--- src/rtl/intra_pred_seq_pkg.sv ---
// Shared encoder defines: sample bit depth, intra mode codes, sequencer states
// and the per-mode step counts used by the intra prediction sequencer.
package intra_pred_seq_pkg;

    localparam int unsigned BIT_DEPTH = 8;

    typedef enum logic [3:0] {
        MODE_I16_V  = 4'b0000,
        MODE_I16_H  = 4'b0001,
        MODE_I16_DC = 4'b0010,
        MODE_HOLD   = 4'b0111,
        MODE_CH_DC  = 4'b1000,
        MODE_CH_H   = 4'b1001,
        MODE_CH_V   = 4'b1010,
        MODE_IDLE   = 4'b1111
    } mode_t;

    typedef enum logic [3:0] {
        ST_IDLE,
        ST_START,
        ST_I16_V,
        ST_I16_H,
        ST_I16_DC,
        ST_CH_H,
        ST_CH_V,
        ST_CH_DC,
        ST_DONE
    } state_t;

    localparam int unsigned STEPS_I16   = 16;
    localparam int unsigned STEPS_CH_HV = 8;
    localparam int unsigned STEPS_CH_DC = 4;

    function automatic logic is_luma(state_t s);
        return (s == ST_I16_V) || (s == ST_I16_H) || (s == ST_I16_DC);
    endfunction

    function automatic logic is_chroma(state_t s);
        return (s == ST_CH_H) || (s == ST_CH_V) || (s == ST_CH_DC);
    endfunction

    function automatic logic [3:0] last_idx(state_t s);
        logic [3:0] idx;
        idx = '0;
        case (s)
            ST_I16_V, ST_I16_H, ST_I16_DC: idx = 4'(STEPS_I16 - 1);
            ST_CH_H, ST_CH_V:              idx = 4'(STEPS_CH_HV - 1);
            ST_CH_DC:                      idx = 4'(STEPS_CH_DC - 1);
            default:                       idx = '0;
        endcase
        return idx;
    endfunction

    // Successor of a state in the fixed mode order; modes whose neighbour is
    // unavailable are skipped outright so they cost no cycles.
    function automatic state_t next_mode(state_t s, logic avail_t, logic avail_l);
        state_t n;
        n = ST_IDLE;
        case (s)
            ST_START:  n = avail_t ? ST_I16_V : (avail_l ? ST_I16_H : ST_I16_DC);
            ST_I16_V:  n = avail_l ? ST_I16_H : ST_I16_DC;
            ST_I16_H:  n = ST_I16_DC;
            ST_I16_DC: n = avail_l ? ST_CH_H : (avail_t ? ST_CH_V : ST_CH_DC);
            ST_CH_H:   n = avail_t ? ST_CH_V : ST_CH_DC;
            ST_CH_V:   n = ST_CH_DC;
            ST_CH_DC:  n = ST_DONE;
            default:   n = ST_IDLE;
        endcase
        return n;
    endfunction

endpackage

--- src/rtl/intra_pred_seq.sv ---
// Intra prediction sequencer: walks the luma 16x16 and chroma modes for one
// macroblock, one step per accepted cycle, skipping modes without neighbours.
module intra_pred_seq
    import intra_pred_seq_pkg::*;
(
    input  logic       clk,
    input  logic       rst_n,
    input  logic       mb_start,
    input  logic       mb_avail_t,
    input  logic       mb_avail_l,
    input  logic       pred_ready,
    output logic       pred_start,
    output logic       pred_done,
    output logic [3:0] curr_mode,
    output logic [3:0] blk16x16_num,
    output logic [2:0] blk_uv_num,
    output logic       pred_valid,
    output logic       busy
);

    state_t     state, state_nx;
    logic [3:0] cnt, cnt_nx;
    logic       avail_t, avail_l;

    always_ff @(posedge clk or negedge rst_n) begin
        if (!rst_n) begin
            state   <= ST_IDLE;
            cnt     <= '0;
            avail_t <= 1'b0;
            avail_l <= 1'b0;
        end else begin
            state <= state_nx;
            cnt   <= cnt_nx;
            if (state == ST_IDLE && mb_start) begin
                avail_t <= mb_avail_t;
                avail_l <= mb_avail_l;
            end
        end
    end

    always_comb begin
        state_nx = state;
        cnt_nx   = cnt;
        case (state)
            ST_IDLE: begin
                if (mb_start) state_nx = ST_START;
            end
            ST_START: begin
                state_nx = next_mode(ST_START, avail_t, avail_l);
                cnt_nx   = '0;
            end
            ST_DONE: begin
                state_nx = ST_IDLE;
                cnt_nx   = '0;
            end
            default: begin
                if (pred_ready) begin
                    if (cnt == last_idx(state)) begin
                        state_nx = next_mode(state, avail_t, avail_l);
                        cnt_nx   = '0;
                    end else begin
                        cnt_nx = cnt + 4'd1;
                    end
                end
            end
        endcase
    end

    // Directional modes show HOLD while stalled so a held step is not summed twice.
    always_comb begin
        curr_mode    = MODE_IDLE;
        pred_valid   = 1'b0;
        blk16x16_num = '0;
        blk_uv_num   = '0;
        pred_start   = (state == ST_START);
        pred_done    = (state == ST_DONE);
        busy         = (state != ST_IDLE);
        case (state)
            ST_I16_V:  curr_mode = pred_ready ? MODE_I16_V : MODE_HOLD;
            ST_I16_H:  curr_mode = pred_ready ? MODE_I16_H : MODE_HOLD;
            ST_I16_DC: curr_mode = MODE_I16_DC;
            ST_CH_H:   curr_mode = pred_ready ? MODE_CH_H : MODE_HOLD;
            ST_CH_V:   curr_mode = pred_ready ? MODE_CH_V : MODE_HOLD;
            ST_CH_DC:  curr_mode = MODE_CH_DC;
            default:   curr_mode = MODE_IDLE;
        endcase
        if (is_luma(state)) begin
            blk16x16_num = cnt;
            pred_valid   = pred_ready;
        end
        if (is_chroma(state)) begin
            blk_uv_num = cnt[2:0];
            pred_valid = pred_ready;
        end
    end

endmodule

--- config.mk ---
export PLATFORM = sky130hd
export DESIGN_NAME = intra_pred_seq
export DESIGN_NICKNAME = d
export VERILOG_FILES = /design/src/rtl/intra_pred_seq_pkg.sv /design/src/rtl/intra_pred_seq.sv
export SDC_FILE = /design/constraint.sdc
export NUM_CORES = 1
export LEC_CHECK = 0
export BUFFER_PORTS_ARGS = -buffer_cell sky130_fd_sc_hd__buf_2
export CORE_MARGIN = 1.5
export CORE_UTILIZATION = 47
export CTS_CLUSTER_DIAMETER = 80
export DETAILED_ROUTE_END_ITERATION = 7
export PLACE_DENSITY = 0.74
export REMOVE_ABC_BUFFERS = 1
export SYNTH_ARGS = -nofsm -noshare
export SYNTH_HDL_FRONTEND = slang
export SYNTH_SLANG_ARGS = --single-unit
--- constraint.sdc ---
create_clock -name clk -period 2.2 [get_ports clk]
set_input_delay 0.33 -clock clk [delete_from_list [all_inputs] [get_ports clk]]
set_output_delay 0.33 -clock clk [all_outputs]
set_load 0.02 [all_outputs]
* Word-level counts from Yosys, hierarchy flattened
Index checks and enable logic that the tools add are counted.
** Cells by class
- Reduce and logical (&&, ||, !) cells :: 16
- Multiply operators :: 0
- Div/mod/pow operators :: 0
- Equal/unequal tests :: 10
- $add $sub $neg :: 1
- Shifts and indexed selects :: 0
- Bitwise operators :: 1
- $lt $le $gt $ge :: 0
- Muxes and demuxes :: 24
** Operator list (count)
- $mux 4 :: 12
- $pmux 4 s6 :: 2
- $pmux 4 s3 :: 2
- $eq 4x3->1 const B :: 4
- $mux 3 :: 4
- $reduce_bool 4->1 :: 3
- $eq 4x2->1 const B :: 2
- $pmux 4 s2 :: 1
- $reduce_or 3->1 :: 2
- $add 4x1->4 const B :: 1
- $eq 4x1->1 const B :: 1
- $eq 4x4->1 :: 1
- $eq 4x4->1 const B :: 1
- $logic_not 4->1 :: 1
- $logic_or 1x1->1 :: 4
- $reduce_or 2->1 :: 2
- $mux 1 :: 3
- $reduce_and 3->1 :: 1
- $ne 2x2->1 const B :: 1
- $reduce_and 2->1 :: 1
- $reduce_bool 2->1 :: 1
- $logic_and 1x1->1 :: 1
- $not 1->1 :: 1
** Storage, ports and cells
- Input port bits :: 6
- Output and inout bits :: 15
- Bits in latches :: 0
- RAM bits :: 0
- Word-level logic and storage cells :: 56
- Bits in read-only memories :: 0
- Flip-flop bits (word level) :: 10
- Memories kept :: 0

* Longest topological paths before layout
Gate-level depths: netlist of run 1.
- Depth after elaboration :: 9
- Gate-level depth with buffers :: 11
- Mapped depth without buffers :: 10

* Worst setup path after synthesis of run 1
No wires, ideal clock.
- Path type :: register to register
- From :: register state[1]
- To :: register state[0]
- Setup time :: 0.125 ns
- Arrival :: 2.257 ns
- Buffers on the path :: 1
- Stages on the path, launching flop included :: 12
- Slack :: -0.182 ns
- Clock period less this slack :: 2.382 ns
- Data required time :: 2.075 ns
- Cell sequence :: dfrtp_1 -> buf_6 -> nand2b_4 -> nor2_1 -> nor2_1 -> nor2_1 -> ha_1 -> or3_1 -> mux2i_1 -> nand3_1 -> o22a_4 -> mux2_4
** On the way
- Longest elaborated chain between the ends :: 8
- Elaborated cells between the ends (all ways) :: 23
- Classes of those cells :: eq/ne (10); mux (7); reduce/logical (6)
** RTL lines
- start: declaration :: RTL line intra_pred_seq.sv:21 : state_t state, state_nx;
- start signal: assignment :: RTL line intra_pred_seq.sv:32 : state <= state_nx;
- $eq 4x2->1 / $eq 4x3->1 (equally long branches) :: RTL line intra_pred_seq_pkg.sv:45, intra_pred_seq_pkg.sv:59
- $reduce_or 3->1 / $reduce_or 2->1 (equally long branches) :: RTL line intra_pred_seq_pkg.sv:45 : case (s)
- $pmux 4 s3 :: RTL line intra_pred_seq_pkg.sv:45
- $mux 4 :: RTL line intra_pred_seq.sv:57 : if (pred_ready) begin
- $mux 4 :: RTL line intra_pred_seq.sv:44 : case (state)
- $eq 4x4->1 :: RTL line intra_pred_seq.sv:58 : if (cnt == last_idx(state)) begin
- $reduce_bool 4->1 (no line)
- $reduce_and 3->1 (no line)
Several ways; a longest one is shown, not always the timed one. The select of a mux whose other input is x is not followed.
A chain may end at the register's enable or synchronous reset.

* Worst setup path after layout of run 1
- From :: register state[2]
- To :: register state[2]
The elaborated chain is that of the path after synthesis.

==> impl_metrics.py, run 1 <==
metrics = {
    "timing": {
        "fin_ws_ns": -0.136,
        "fin_skew_ns": 0.00815,
        "finalSetupViolCount": 4,
        "setup_tns_ns": -0.512,
        "fin_crit_ns": 2.34,
        "rsz0062_at_grt": "true",
        "max_freq_ghz": 0.428,
        "finalCritPeriodShare": 1.06,
        "drv_slew": 0,
        "max_slew_margin": 0.666,
        "worstMarginPinSlew_ns": 0.488,
        "hold_viol": 0,
    },
    "cts": {
        "clock_path_buffers": 2,
        "cts.root.buffer_cell": "clkbuf_4",
        "clk_latency_ns": 0.27,
        "path_clk_slew_ns": 0.07,
        "numClockSinks": 10,
        "cts.htree.levels": 1,
        "cts_inserted_buffers": 3,
        "cts_tree": "built",
    },
    "final_layout": {
        "fill_cells": 151,
        "utilization": 0.638,
        "final_nets": 141,
        "syn_to_final_growth_pct": 22.5,
        "drive_above_1_share": 0.417,
        "diodes": 0,
    },
    "synth": {
        "yosysWarnings": 0,
        "yosysUniqueCellTypes": 44,
        "synth_enable_flop_cells": 0,
        "synth-async-reset-ratio": 1.00,
        "ys.flop_type": "dfrtp_1",
        "seq_area_frac_synth": 0.270,
        "postSynthAreaPerCell_sq_um": 9.19,
        "ys_ff_latch": 10,
        "synth_area_sq_um": 928,
        "syn_inst": 101,
    },
    "global_route": {
        "grt_pass1_vias": 789,
        "antenna_found_initial": 0,
        "grt_max_degree": 18,
        "grt_pass1_wl_mm": 3.46,
        "grt_overflow": 0,
        "grt.total_usage": 0.228,
    },
    "floorplanning": {
        "dieArea_sq_mm": 0.00225,
        "ios": 21,
        "die_w_um": 47.4,
        "num_rows": 15,
        "core_sq_mm": 0.00178,
        "die_h_um": 47.4,
        "start_util": 0.521,
    },
    "drt": {
        "num_vias": 866,
        "drc": 0,
        "viasPerCell": 5.52,
        "ant_nets": 0,
        "drt_pre_antenna_iters": 6,
        "first_iter_violations": 21,
        "wl_per_cell_um": 13.9,
        "drt_wl_total_mm": 2.19,
    },
    "critical_path": {
        "path_max_fanout": 4,
        "crit_required_ns": 2.35,
        "arrival_ns": 2.48,
        "max_stage_delay_ns": 0.44,
        "reg2reg_slack_ns": -0.14,
        "r2r-end": "state[2]$_DFFE_PN0P_",
        "crit_chain": "nor2b_2 > nor2_1 > nor2_1 > ha_1 > or3_1 > mux2i_1 > nand3_1 > o22a_4 > mux2_4",
        "worst_setup_path_end_kind": "register",
        "critPathKind": "reg2reg",
        "cpMostUsedCell": "nor2_1",
        "cpMaxStageDelayCell": "dfrtp_1",
        "r2r_start": "state[2]$_DFFE_PN0P_",
        "cp-start-kind": "register",
        "rr_worst_depth": 9,
    },
    "status": {
        "violations": "negative setup slack",
        "outcome": "complete, but fails checks",
    },
    "worst_hold_path": {
        "hp-class": "in2reg",
        "hp-start": "mb_avail_t",
        "whs_endpoint": "avail_t$_DFFE_PN0P_",
        "worstHoldPathCells": 2,
    },
    "placed_design": {
        "portBuffers": 20,
        "hpwl_mm": 1.55,
        "gp_congestion": 0.710,
    },
    "power_and_ir_drop": {
        "power_density_mw_per_mm2": 1790,
        "ir_drop_uv": 909,
        "leakage_nw": 0.553,
    },
    "flow_run": {
        "drv_cap": 0,
    },
}
[per-layer routing]
| layer | GRT usage | wire length [um] |
|---|---|---|
| met1 | 0.241 | 914 |
| met2 | 0.422 | 1150 |
| met3 | 0.0604 | 98 |
| met4 | 0.0944 | 31 |
| met5 | 0 | 0 |
[flip-flops by register name (all words and copies together) (netlist names)]
register  count
avail_l       1
state         4
avail_t       1
cnt           4
[worst max-delay path by stage]
| stage | startpoint | to | slack [ns] | depth (start not counted) |
|---|---|---|---|---|
| 2_1_floorplan | state[1]$_DFFE_PN0P_ | state[0]$_DFFE_PN0P_ | -0.33 | 10 |
| 3_3_place_gp | state[1]$_DFFE_PN0P_ | state[2]$_DFFE_PN0P_ | -0.11 | 10 |
| 3_5_place_dp | state[1]$_DFFE_PN0P_ | state[2]$_DFFE_PN0P_ | -0.16 | 10 |
| 4_1_cts | state[2]$_DFFE_PN0P_ | state[2]$_DFFE_PN0P_ | -0.14 | 9 |
| 5_1_grt | state[2]$_DFFE_PN0P_ | state[2]$_DFFE_PN0P_ | -0.22 | 9 |
| 6_report | state[2]$_DFFE_PN0P_ | state[2]$_DFFE_PN0P_ | -0.14 | 9 |
[layout by cell type, fill, tap and decap left out, drive strengths merged, types with 2 or more instances in the layout]
master and n:
buf 33, dfrtp 10, nor2 10, nand2 7
and2 6, mux2 6, o21ai 6, a21oi 4
nand2b 4, clkbuf 4, o21bai 3, nand3 3
nor3 3, nor2b 3, nor4b 2, a211oi 2
a21o 2, or3 2, mux2i 2, ha 2
[where the power goes]
group,internal [mW],switching (mW),total (mW)
Sequential,0.269,0.110,0.378
Clock,0.100,0.0677,0.168
Combinational,0.730,0.756,1.49
Total,1.10,0.934,2.03
[area by class of cell]
type / count / area, sq um / area share
multi-input cells: 82 / 599 / 0.527
repair buffers: 34 / 208 / 0.183
inverters: 2 / 12.5 / 0.0110
flip-flops and latches: 10 / 250 / 0.220
clock buffers: 4 / 36.3 / 0.0319
well taps: 25 / 31.3 / 0.0275
[synthesized netlist by cell type (3+ instances only)]
library cell  number  share of area
o21ai_1            3          0.016
nand2_1            7          0.028
nor2_1            10          0.040
o21bai_1           3          0.024
nor2b_1            3          0.020
nand3_1            3          0.016
and2_1             4          0.027
nor3_1             3          0.016
nand2b_1           3          0.020
o21ai_0            3          0.016
mux2_4             4          0.065
buf_6              3          0.036
dfrtp_1           10           0.27
a21oi_1            4          0.022
[what timing repair did]
item / CTS / global route
setup endpoints to repair: 4 / 7
hold buffers: 1 / 0
pin swaps: 1 / 1
buffers inserted: 4 / 1
endpoints found under the hold margin: 10 / 0
gates resized for setup: 2 / 2
[per-stage QoR]
| step | std cells | power (mW) | cell area, sq um | worst slack [ns] | hold WS, ns |
|---|---|---|---|---|---|
| after floorplan | 94 | 1.35 | 853 | -0.333 | 0.0344 |
| after global placement | 148 | 1.72 | 1050 | -0.106 | 0.200 |
| after detailed placement | 148 | 1.77 | 1050 | -0.158 | 0.208 |
| after CTS | 157 | 2.03 | 1140 | -0.141 | 0.289 |
| after global routing | 157 | 2.19 | 1140 | -0.224 | 0.291 |
| final | 157 | 2.03 | 1140 | -0.136 | 0.292 |
[critical path, delay by kind of cell (launching register included)]
family,cells,cell delay (ns)
compound gates,1,0.27
fa+ha+maj,1,0.25
flops,1,0.44
mux,2,0.48
simple gates,5,0.77
[logic make-up after synthesis]
group                    share of synthesized area
AO/OA/AOI/OAI                                0.214
XOR/XNOR                                   0.00944
adder cells (fa/ha/maj)                     0.0269
buffers and inverters                       0.0943
flip-flops                                   0.270
multiplexers                                 0.111
AND/OR/NAND/NOR                              0.275
(Power assumes the default switching activity.)
==> inputs of run 2 (changes only) <==
--- a/config.mk
+++ b/config.mk
@@ -5,6 +5,7 @@
 export SDC_FILE = /design/constraint.sdc
 export NUM_CORES = 1
 export LEC_CHECK = 0
+export ABC_AREA = 1
 export BUFFER_PORTS_ARGS = -buffer_cell sky130_fd_sc_hd__buf_2
 export CORE_MARGIN = 1.5
 export CORE_UTILIZATION = 47
==> constraint.sdc (replaced) <==
create_clock -name clk -period 2.2 [get_ports clk]
set_input_delay 0.22 -clock clk [delete_from_list [all_inputs] [get_ports clk]]
set_output_delay 0.22 -clock clk [all_outputs]
set_load 0.02 [all_outputs]
==> impl_metrics.py, run 2 <==
metrics = {
    "synth": {
        "synth-async-reset-ratio": 1.00,
        "synth.area.top_cells": "dfrtp_1, inv_1, nand2_1",
        "ys_ff_latch": 10,
        "seq_area_frac_synth": 0.287,
        "postSynthAreaPerCell_sq_um": 7.15,
        "yosysUniqueCellTypes": 28,
        "synth_area_sq_um": 872,
        "yosys.area.top_type": "dfrtp_1",
        "yosysMostFrequentCell": "inv_1",
        "yosysWarnings": 0,
        "ys.flop_type": "dfrtp_1",
        "synth_enable_flop_cells": 0,
        "synth_top_area_frac": 0.287,
        "syn_inst": 122,
        "yosys-top-cells-count": "inv_1, nand2_1, nor2_1",
    },
    "floorplanning": {
        "num_rows": 15,
        "ios": 21,
        "core_sq_mm": 0.00173,
        "die_h_um": 46.1,
        "start_util": 0.505,
        "dieArea_sq_mm": 0.00212,
        "die_w_um": 46.1,
    },
    "final_layout": {
        "design_area_sq_mm": 0.00102,
        "final_common_cell": "inv_1",
        "diodes": 0,
        "fill_cells": 177,
        "multiInputGateArea_sq_um": 499,
        "area.sequential_sq_um": 250,
        "final_nets": 154,
        "syn_to_final_growth_pct": 17.4,
        "drive_above_1_share": 0.303,
        "layout_common_cells": "inv_1, nand2_1, buf_2, nor2_1",
        "reg_top3": "cnt x4, state x4",
    },
    "timing": {
        "rsz0062_at_grt": "false",
        "max_slew_margin": 0.743,
        "finalCritPeriodShare": 0.872,
        "drv_slew": 0,
        "max_freq_ghz": 0.522,
        "fin_skew_ns": 0.00123,
        "fin_ws_ns": 0.282,
        "fin_crit_ns": 1.92,
        "finalSetupViolCount": 0,
        "worstMarginPinSlew_ns": 0.386,
        "setup_tns_ns": 0,
        "hold_viol": 0,
    },
    "global_route": {
        "grt_pass1_vias": 734,
        "antenna_found_initial": 0,
        "grt_pass1_wl_mm": 3.14,
        "grt.total_usage": 0.212,
        "grt_max_degree": 11,
        "grt_overflow": 0,
    },
    "cts": {
        "postCtsSetupRepairBufs": 0,
        "path_clk_slew_ns": 0.07,
        "cts_tree": "built",
        "numClockSinks": 10,
        "clock_path_buffers": 2,
        "cts_inserted_buffers": 3,
        "clk_latency_ns": 0.26,
        "cts.root.buffer_cell": "clkbuf_4",
        "cts.htree.levels": 1,
    },
    "critical_path": {
        "critPathKind": "reg2reg",
        "arrival_ns": 2.12,
        "crit_required_ns": 2.40,
        "cp-start-kind": "register",
        "path_max_fanout": 8,
        "worst_setup_path_end_kind": "register",
        "reg2reg_slack_ns": 0.28,
    },
    "power_and_ir_drop": {
        "leakage_nw": 0.573,
        "power_density_mw_per_mm2": 1610,
        "ir_drop_uv": 713,
    },
    "placed_design": {
        "place_area_sq_um": 977,
        "gp_congestion": 0.911,
        "pre_cts_ws_ns": 0.305,
        "portBuffers": 20,
        "hpwl_mm": 1.53,
    },
    "drt": {
        "drt_wl_total_mm": 1.89,
        "ant_nets": 0,
        "drt_pre_antenna_iters": 4,
        "wl_per_cell_um": 11.1,
        "viasPerCell": 4.94,
        "drc": 0,
        "first_iter_violations": 15,
        "num_vias": 840,
    },
    "worst_hold_path": {
        "hp-class": "in2reg",
    },
    "status": {
        "outcome": "finished, final reports clean",
    },
    "flow_run": {
        "drv_cap": 0,
    },
}
==> run 2: logic make-up (layout without fill, tap and decap cells) <==
| family | count (synthesis) | in the layout | synth area share |
|---|---|---|---|
| flip-flops | 10 | 10 | 0.287 |
| AO/OA/AOI/OAI | 17 | 17 | 0.128 |
| adder cells (fa/ha/maj) | 2 | 2 | 0.0287 |
| buffers and inverters | 26 | 49 | 0.141 |
| XOR/XNOR | 2 | 2 | 0.0201 |
| AND/OR/NAND/NOR | 65 | 65 | 0.396 |
==> run 2: final cells by class <==
| cell class | count | share of cell area |
|---|---|---|
| multi-input cells | 86 | 0.488 |
| clock buffers | 4 | 0.0355 |
| well taps | 25 | 0.0306 |
| flip-flops and latches | 10 | 0.244 |
| inverters | 23 | 0.0868 |
| repair buffers | 22 | 0.115 |
==> run 2: where the power goes <==
| group | leakage [nW] | internal, mW | switching, mW |
|---|---|---|---|
| combinational | 0.425 | 0.385 | 0.739 |
| sequential | 0.127 | 0.255 | 0.103 |
| clock | 0.0210 | 0.100 | 0.0630 |
==> run 2: through the flow <==
stage / utilization / cells / hold slack (ns) / power [mW]
CTS: 0.593 / 170 / 0.198 / 1.66
finish: 0.593 / 170 / 0.206 / 1.65
detailed placement: 0.566 / 165 / 0.0962 / 1.48
global route: 0.593 / 170 / 0.224 / 1.81
global placement: 0.566 / 165 / 0.0937 / 1.47
floorplan: - / 119 / -0.0756 / 1.20
==> run 2: what timing repair did <==
| item | 4_1_cts | 5_1_grt |
|---|---|---|
| resized for setup | 0 | 0 |
| hold endpoints to repair | 10 | 0 |
| hold buffers | 1 | 0 |
==> run 2: critical path: stages, from the launching register on <==
cell and delay, ns:
dfrtp_1 0.52, nor2_4 0.10, nand2_4 0.09, inv_1 0.06, nor2_1 0.21, inv_1 0.07
ha_1 0.27, inv_1 0.07, nand4_2 0.11, nand2_2 0.09, nand2_4 0.07, nand2_4 0.07
nand2_1 0.06, nand2_1 0.06
==> run 2: metal layers <==
| layer | vias to the layer above | part of all wire | global-route usage |
|---|---|---|---|
| met5 | - | 0 | 0 |
| met4 | 0 | 0.025 | 0.143 |
| met3 | 4 | 0.035 | 0.0196 |
| met2 | 15 | 0.44 | 0.294 |
| met1 | 382 | 0.50 | 0.307 |
| li1 | 439 | - | - |
==> run 2: path summary, 6_finish.rpt <==
path	cells after the start	startpoint	endpoint
setup / recovery	13	state[2]$_DFFE_PN0P_	state[1]$_DFFE_PN0P_
hold / removal	3	mb_avail_t	avail_t$_DFFE_PN0P_
setup reg to reg	13	state[2]$_DFFE_PN0P_	state[1]$_DFFE_PN0P_
hold reg to reg	1	cnt[0]$_DFFE_PN0P_	cnt[0]$_DFFE_PN0P_
max in group asynchronous	2	rst_n	cnt[3]$_DFFE_PN0P_
min in group asynchronous	2	rst_n	state[3]$_DFFE_PN0P_
==> inputs of run 3 (changes only) <==
--- a/config.mk
+++ b/config.mk
@@ -8,10 +8,9 @@
 export ABC_AREA = 1
 export BUFFER_PORTS_ARGS = -buffer_cell sky130_fd_sc_hd__buf_2
 export CORE_MARGIN = 1.5
-export CORE_UTILIZATION = 47
+export CORE_UTILIZATION = 35
 export CTS_CLUSTER_DIAMETER = 80
 export DETAILED_ROUTE_END_ITERATION = 7
-export PLACE_DENSITY = 0.74
 export REMOVE_ABC_BUFFERS = 1
 export SYNTH_ARGS = -nofsm -noshare
 export SYNTH_HDL_FRONTEND = slang
==> impl_metrics.py, run 3 (synthesis gave the netlist of run 2 again) <==
metrics = {
    "status": {
        "outcome": "finished, final reports clean",
    },
    "critical_path": {
        "worst_setup_path_end_kind": "register",
        "cp-start-kind": "register",
        "arrival_ns": 2.15,
        "crit_required_ns": 2.39,
        "cpMaxStageDelayCell": "dfrtp_1",
        "critPathKind": "reg2reg",
        "max_stage_delay_ns": 0.52,
        "path_max_fanout": 8,
        "crit_chain": "nor2_4 > nand2_4 > inv_1 > nor2_1 > inv_1 > ha_1 > inv_1 > nand4_2 > nand2_2 > nand2_4 > nand2_4 > nand2_1 > nand2_1",
    },
    "floorplanning": {
        "die_w_um": 52.9,
        "start_util": 0.383,
        "core_sq_mm": 0.00228,
        "dieArea_sq_mm": 0.00280,
        "die_h_um": 52.9,
        "num_rows": 17,
        "ios": 21,
    },
    "worst_hold_path": {
        "hp-class": "in2reg",
    },
    "global_route": {
        "grt_overflow": 0,
        "grt_max_degree": 11,
        "antenna_found_initial": 0,
        "grt_pass1_vias": 798,
        "grt.total_usage": 0.161,
        "grt_pass1_wl_mm": 3.35,
    },
    "timing": {
        "setup_tns_ns": 0,
        "rsz0062_at_grt": "false",
        "worstMarginPinSlew_ns": 0.371,
        "whs_ns": 0.210,
        "finalSetupViolCount": 0,
        "hold_viol": 0,
        "max_slew_margin": 0.753,
        "max_freq_ghz": 0.510,
        "fin_crit_ns": 1.96,
        "fin_skew_ns": 0.00398,
        "drv_slew": 0,
        "finalCritPeriodShare": 0.892,
    },
    "drt": {
        "drc": 0,
        "first_iter_violations": 12,
        "drt_pre_antenna_iters": 4,
        "wl_per_cell_um": 11.2,
        "ant_nets": 0,
        "num_vias": 841,
        "viasPerCell": 4.89,
        "drt_wl_total_mm": 1.92,
    },
    "placed_design": {
        "gp_congestion": 0.811,
        "portBuffers": 20,
        "hpwl_mm": 1.61,
    },
    "final_layout": {
        "drive_above_1_share": 0.299,
        "final_common_cell": "inv_1",
        "diodes": 0,
        "layout_common_cells": "inv_1, nand2_1, buf_2, nor2_1",
        "syn_to_final_growth_pct": 16.2,
        "utilization": 0.445,
        "final_nets": 154,
        "reg_top3": "cnt x4, state x4",
    },
    "cts": {
        "clock_path_buffers": 2,
        "post_cts_resized": 0,
        "cts_inserted_buffers": 3,
        "numClockSinks": 10,
        "cts.root.buffer_cell": "clkbuf_4",
        "path_clk_slew_ns": 0.06,
        "cts_tree": "built",
        "cts.htree.levels": 1,
        "postCtsSetupRepairBufs": 0,
        "clk_latency_ns": 0.25,
        "holdBufCountCts": 1,
    },
    "power_and_ir_drop": {
        "ir_drop_uv": 617,
        "leakage_nw": 0.566,
        "power_density_mw_per_mm2": 1590,
    },
    "flow_run": {
        "drv_cap": 0,
    },
}
run 3: cell types whose count changed in the layout (fill, tap and decap cells not counted), sizes merged:
cell,delta
clkbuf,-1
run 3: worst paths after layout:
check	start	end	slack [ns]	cells past startpoint
worst min register to register	cnt[0]$_DFFE_PN0P_	cnt[0]$_DFFE_PN0P_	0.57	1
min in group asynchronous	rst_n	avail_t$_DFFE_PN0P_	0.35	2
worst max register to register	state[2]$_DFFE_PN0P_	state[0]$_DFFE_PN0P_	0.24	13
worst min-delay path	mb_avail_t	avail_t$_DFFE_PN0P_	0.21	3
max in group asynchronous	rst_n	cnt[3]$_DFFE_PN0P_	1.66	2
worst max-delay path	state[2]$_DFFE_PN0P_	state[0]$_DFFE_PN0P_	0.24	13
run 3: layout make-up:
class	count	area (sq um)
fillers	231	1260
multi-input cells	86	499
flip-flops and latches	10	250
repair buffers	22	118
inverters	23	88.8
well taps	28	35.0
clock buffers	3	22.5
run 3: where the power goes:
| group | leakage (nW) | internal (mW) | switching (mW) | total (mW) |
|---|---|---|---|---|
| logic | 0.425 | 0.385 | 0.752 | 1.14 |
| clock network | 0.0138 | 0.0627 | 0.0537 | 0.116 |
| registers | 0.127 | 0.255 | 0.102 | 0.357 |
| total | 0.566 | 0.703 | 0.907 | 1.61 |
run 3: per-layer routing:
metal	global-route usage	part of all wire	wire [um]	vias up
li1	-	-	-	435
met1	0.211	0.47	906	388
met2	0.271	0.49	942	18
met3	0.0226	0.038	73	0
met4	0.0513	0	0	0
met5	0	0	0	-
run 3: worst max-delay path, delay by kind of cell (launching register included):
kind | cells | cell delay (ns)
adders and majority gates | 1 | 0.27
buffers and inverters | 3 | 0.20
DFF | 1 | 0.52
and+or+nand+nor | 9 | 0.89
run 3: through the flow:
stage	total power, mW	worst slack [ns]	cells	area (sq um)
global placement	1.48	0.348	168	981
detailed placement	1.49	0.268	168	981
finish	1.61	0.238	172	1010
global route	1.78	0.0854	172	1010
floorplan	1.20	0.476	119	838
CTS	1.62	0.246	172	1010
